[src/rtl/muxn_reg_arb.sv]
// muxn_reg_arb: N-input, WIDTH-bit registered mux with valid/ready on every
// input channel and on the output. The output register is a one-entry buffer
// that can drain and refill in the same cycle, so it sustains one word per cycle.
//
// Run-time modes:
//   i_mode = 0 : select mode, the channel is i_control (no transfer if that
//                channel is not valid or the index is out of range)
//   i_mode = 1 : arbitrate mode, the channel is picked among the valid inputs
//
// Build option MUXN_REG_ARB_RR_EN:
//   defined   -> arbitrate mode is round-robin. The search starts after the
//                last channel granted in arbitrate mode.
//   undefined -> arbitrate mode is fixed priority (lowest index wins), and
//                there is no pointer register.

// Per-channel accept logic. o_ready already includes the channel's valid, so
// o_ready high means this channel transfers this cycle.
module muxn_reg_arb_lane #(
  parameter int SEL_W = 2,
  parameter int IDX   = 0
) (
  input  logic             i_mode,
  input  logic [SEL_W-1:0] i_control,
  input  logic             i_arb_hit,
  input  logic             i_valid,
  input  logic             i_load,
  output logic             o_ready
);

  logic sel_hit;

  // An out-of-range i_control matches no lane, so it selects nothing.
  assign sel_hit = (i_control == SEL_W'(IDX));
  assign o_ready = i_load & i_valid & (i_mode ? i_arb_hit : sel_hit);

endmodule

module muxn_reg_arb #(
  parameter  int WIDTH = 8,
  parameter  int N     = 4,
  localparam int SEL_W = $clog2(N)
) (
  input  logic               i_clk,
  input  logic               i_rst_n,
  input  logic               i_mode,
  input  logic [SEL_W-1:0]   i_control,
  input  logic [N*WIDTH-1:0] i_dat,
  input  logic [N-1:0]       i_valid,
  output logic [N-1:0]       o_ready,
  output logic [WIDTH-1:0]   o_dat,
  output logic               o_valid,
  input  logic               i_ready,
  output logic [SEL_W-1:0]   o_grant
);

  typedef enum logic {EMPTY = 1'b0, FULL = 1'b1} state_t;

  typedef struct packed {
    logic [WIDTH-1:0] dat;
    logic [SEL_W-1:0] grant;
  } out_t;

  state_t           state_q, state_d;
  out_t             out_q, out_d;
  logic             load;
  logic             xfer;
  logic [N-1:0]     arb_hit;
  logic [SEL_W-1:0] xfer_idx;
  logic [WIDTH-1:0] xfer_dat;

  // The register can take a word when it is empty or is being drained now.
  // Reset is folded in so that no channel sees ready while reset is held.
  assign load = i_rst_n & ((state_q == EMPTY) | i_ready);

`ifdef MUXN_REG_ARB_RR_EN
  logic [SEL_W-1:0] ptr_q;
  int               best;

  // Distance of channel k from the search start (ptr+1), measured modulo N.
  function automatic int rr_dist(input int k, input int p);
    return (k + N - 1 - p) % N;
  endfunction

  // Round-robin: grant the valid channel nearest after the pointer.
  always_comb begin
    best    = N;
    arb_hit = '0;
    for (int k = 0; k < N; k++)
      if (i_valid[k] && (rr_dist(k, int'(ptr_q)) < best))
        best = rr_dist(k, int'(ptr_q));
    for (int k = 0; k < N; k++)
      arb_hit[k] = i_valid[k] && (rr_dist(k, int'(ptr_q)) == best);
  end

  // The pointer moves only on transfers made in arbitrate mode.
  always_ff @(posedge i_clk or negedge i_rst_n) begin
    if (!i_rst_n)
      ptr_q <= SEL_W'(N - 1);
    else if (xfer && i_mode)
      ptr_q <= xfer_idx;
  end
`else
  // Fixed priority: the lowest valid index wins.
  always_comb begin
    arb_hit = '0;
    for (int k = N - 1; k >= 0; k--)
      if (i_valid[k]) begin
        arb_hit    = '0;
        arb_hit[k] = 1'b1;
      end
  end
`endif

  for (genvar k = 0; k < N; k++) begin : g_lane
    muxn_reg_arb_lane #(
      .SEL_W (SEL_W),
      .IDX   (k)
    ) u_lane (
      .i_mode    (i_mode),
      .i_control (i_control),
      .i_arb_hit (arb_hit[k]),
      .i_valid   (i_valid[k]),
      .i_load    (load),
      .o_ready   (o_ready[k])
    );
  end

  assign xfer = |o_ready;

  // At most one ready bit is set, so picking the matching lane is a plain mux.
  always_comb begin
    xfer_idx = '0;
    xfer_dat = '0;
    for (int k = 0; k < N; k++)
      if (o_ready[k]) begin
        xfer_idx = SEL_W'(k);
        xfer_dat = i_dat[k*WIDTH +: WIDTH];
      end
  end

  // Buffer next state. A load wins over a drain (pass-through). A plain drain
  // clears only valid; data and grant keep their last values.
  always_comb begin
    state_d = state_q;
    out_d   = out_q;
    if (xfer) begin
      state_d     = FULL;
      out_d.dat   = xfer_dat;
      out_d.grant = xfer_idx;
    end else if (i_ready) begin
      state_d = EMPTY;
    end
  end

  // Buffer registers. An asynchronous reset drops any held word.
  always_ff @(posedge i_clk or negedge i_rst_n) begin
    if (!i_rst_n) begin
      state_q <= EMPTY;
      out_q   <= '0;
    end else begin
      state_q <= state_d;
      out_q   <= out_d;
    end
  end

  assign o_valid = (state_q == FULL);
  assign o_dat   = out_q.dat;
  assign o_grant = out_q.grant;

endmodule
[config.mk]
export PLATFORM = sky130hd
export DESIGN_NAME = muxn_reg_arb
export DESIGN_NICKNAME = d
export VERILOG_FILES = /design/src/rtl/muxn_reg_arb.sv
export SDC_FILE = /design/constraint.sdc
export NUM_CORES = 1
export LEC_CHECK = 0
export CAP_MARGIN = 20
export CORE_UTILIZATION = 33
export DETAILED_ROUTE_END_ITERATION = 8
export PLACE_DENSITY = 0.78
export SYNTH_ARGS = -nofsm -noshare
export SYNTH_HDL_FRONTEND = slang
export SYNTH_SLANG_ARGS = --single-unit
[constraint.sdc]
create_clock -name i_clk -period 1.8 [get_ports i_clk]
set_input_delay 0.36 -clock i_clk [delete_from_list [all_inputs] [get_ports i_clk]]
set_output_delay 0.36 -clock i_clk [all_outputs]
set_load 0.05 [all_outputs]
==> impl_metrics.yaml <==
outcome:
  outcome: "finished, final reports clean"
yosys:
  synth_top_family_by_area: "compound AO/OA/AOI/OAI gates"
  syn-cell-area_um2: 732.0
  synth-xor-area-share: 0
  syn_area_per_cell_um2: 10.92
  synth_top_area_frac: 0.3761
  ys_warn_count: 0
  synth_compound_area_frac: 0.3402
  synth_area_leaders: "dfrtp_1 (38%), a221o_2 (6.2%), mux2_2 (6.2%), a221o_1 (5.5%), buf_4 (5.1%)"
  synth_cell_types: 26
  ys_seq_area_frac: 0.3761
  synthMuxAreaShare: 0.06154
  synthSimpleGateAreaFrac: 0.1470
  synthAdderAreaFrac: 0
  syn_nets: 109
  yosys.area.top_type: "dfrtp_1"
  synth_common_cells: "dfrtp_1 (11), nor2_1 (6), a21oi_1 (5), buf_4 (5)"
  synth_edf_count: 0
  synth-seq-cells: 11
  syn_inst: 67
  yosysMostFrequentCell: "dfrtp_1"
  synthArstFlopShare: 1.000
  synth-main-ff-cell: "dfrtp_1"
global_route:
  top_usage_layer: "met2"
  use_met1: 0.3204
  grt_pass1_wl_um: 4878
  grt_pass1_vias: 951
  overflow: 0
  use_met2: 0.4817
  globalRouteTotalUtil: 0.2750
  use_met3: 0.09034
  antenna_found_initial: 0
  grt_max_degree: 8
sta:
  hold_viol: 0
  slew_headroom: 0.7734
  maxSlewViolCount: 0
  tns_ns: 0
  setup_viol: 0
  fmax_mhz: 568.6
  fin_skew_ns: 0.004110
  min_period_over_period: 0.9771
  worst_pin_slew_ns: 0.3388
  fin_hold_ws_ns: 0.2310
  period_needed_ns: 1.759
  rsz0062_at_grt: "no"
cells_and_area:
  n_antenna_cell: 0
  syn_to_final_growth_pct: 109.4
  drive_above_1_share: 0.4681
  fin_nets: 184
  stdcell_count: 168
  post-route-util: 0.7580
  fill_cells: 133
die:
  initial_core_util: 0.3620
  num_rows: 16
  die_y_um: 49.10
  die_area_mm2: 0.002410
  die_w_um: 49.10
  io_pins: 57
  core_area_mm2: 0.002022
route:
  vias: 882
  drc: 0
  ant_nets: 0
  drt_pre_antenna_iters: 4
  viasPerCell: 5.250
  drt_iter0_markers: 36
  wl_per_cell_um: 17.28
  routed_wl_um: 2903
worst_setup_path:
  crit_family: "compound AO/OA/AOI/OAI gates"
  critical_path.max_fanout: 7
  crit_chain: "clkdlybuf4s15_2 -> nor2b_1 -> o2111a_2 -> buf_4 -> a22o_1 -> a221o_1 -> mux2_4"
  end_kind: "flop"
  critical_path_buf_inv_count: 2
  cp_data_required_time_ns: 1.96
  cpMaxStageDelayCell: "o2111a_2"
  crit_path_start_kind: "input pin"
  worst-setup-path-type: "input pin to flop"
  cp_data_arrival_time_ns: 1.92
  slowest_delay_ns: 0.30
hold_path:
  min_path_type: "input pin to asynchronous set/reset pin"
clock_network:
  holdBufCountCts: 0
  htree_levels: 1
  cts-root-buf: "clkbuf_4"
  clk_pin_slew_ns: 0.07
  cts_tree: "done"
  numCtsBuffers: 3
  clock_sinks: 11
  cts_buffer_depth: 2
  clk_latency_ns: 0.27
placed_design:
  dp_cells: 155
  post-dp-hpwl_um: 2197
  port-buffer-count: 56
  gp_congestion: 0.7995
job:
  max_cap_viol_count: 0
pwr:
  p_total_mw: 1.100
  ir_drop_uv: 587.0
  p_leak_nw: 0.6882
  powerDensity_mw_per_mm2: 717.4
final timing paths:
path	startpoint	to	slack [ns]	depth (start not counted)
max	i_mode	o_dat[7]$_DFFE_PN0P_	0.04	7
min	i_rst_n	o_valid$_DFFE_PN0P_	0.23	2
max reg2reg	o_valid$_DFFE_PN0P_	o_dat[4]$_DFFE_PN0P_	0.15	6
min reg2reg	o_grant[1]$_DFFE_PN0P_	o_grant[1]$_DFFE_PN0P_	0.49	1
max in group asynchronous	i_rst_n	o_dat[4]$_DFFE_PN0P_	1.35	3
min in group i_clk	o_grant[1]$_DFFE_PN0P_	o_grant[1]$_DFFE_PN0P_	0.49	1
through the flow:
stage                     worst slack, ns  area (µm²)
final                             0.04116        1533
after global routing             0.004170        1533
after CTS                        0.004680        1529
after detailed placement          -0.5501        1379
after global placement            -0.3976        1379
after floorplan                  0.003950       738.2
repair_timing:
action                     CTS  global route
setup endpoints to repair   14             5
hold endpoints to repair     0             0
gates resized for setup     26             5
pin swaps                    6             3
buffers inserted             9             0
layout make-up:
type                            count  area, µm²  share of cell area
Sequential cell                    11      276.5              0.1804
Inverter                            1      6.256            0.004082
Multi-Input combinational cell     49      466.7              0.3045
Timing Repair Buffer               76      723.2              0.4718
Clock buffer                        4      26.28             0.01714
Tap cell                           27      33.78             0.02204
cell usage in the layout, fill, tap and decap left out, types with 3 or more instances in the layout:
cell type,instances
a221o_1,4
nor2_1,6
clkdlybuf4s15_1,3
dfrtp_1,10
clkdlybuf4s50_1,33
o2bb2ai_1,4
a221o_2,4
buf_4,29
buf_12,4
dlygate4sd2_1,3
a21oi_1,3
mux2_2,3
clkbuf_4,3
state kept, by name (all words and copies together) (netlist names):
name,flops
o_dat,8
o_grant,2
o_valid,1
per-layer routing:
layer  wire length (µm)  up-vias  share of wire
met4                 19        0         0.0065
li1                   -      413              -
met1               1161      426           0.40
met2               1533       39           0.53
met5                  0        -              0
met3                188        4          0.065
cells by family (layout without fill, tap and decap cells):
group | Yosys count | count (layout)
compound gates | 28 | 28
buf+inv | 7 | 81
flops | 11 | 11
mux | 4 | 4
simple gates | 17 | 17
power by group:
part / internal [mW] / switching [mW] / total (mW)
Sequential: 0.302 / 0.0345 / 0.337
Combinational: 0.256 / 0.335 / 0.591
Clock: 0.0860 / 0.0859 / 0.172
No activity file was read; power rests on OpenSTA's default activity.
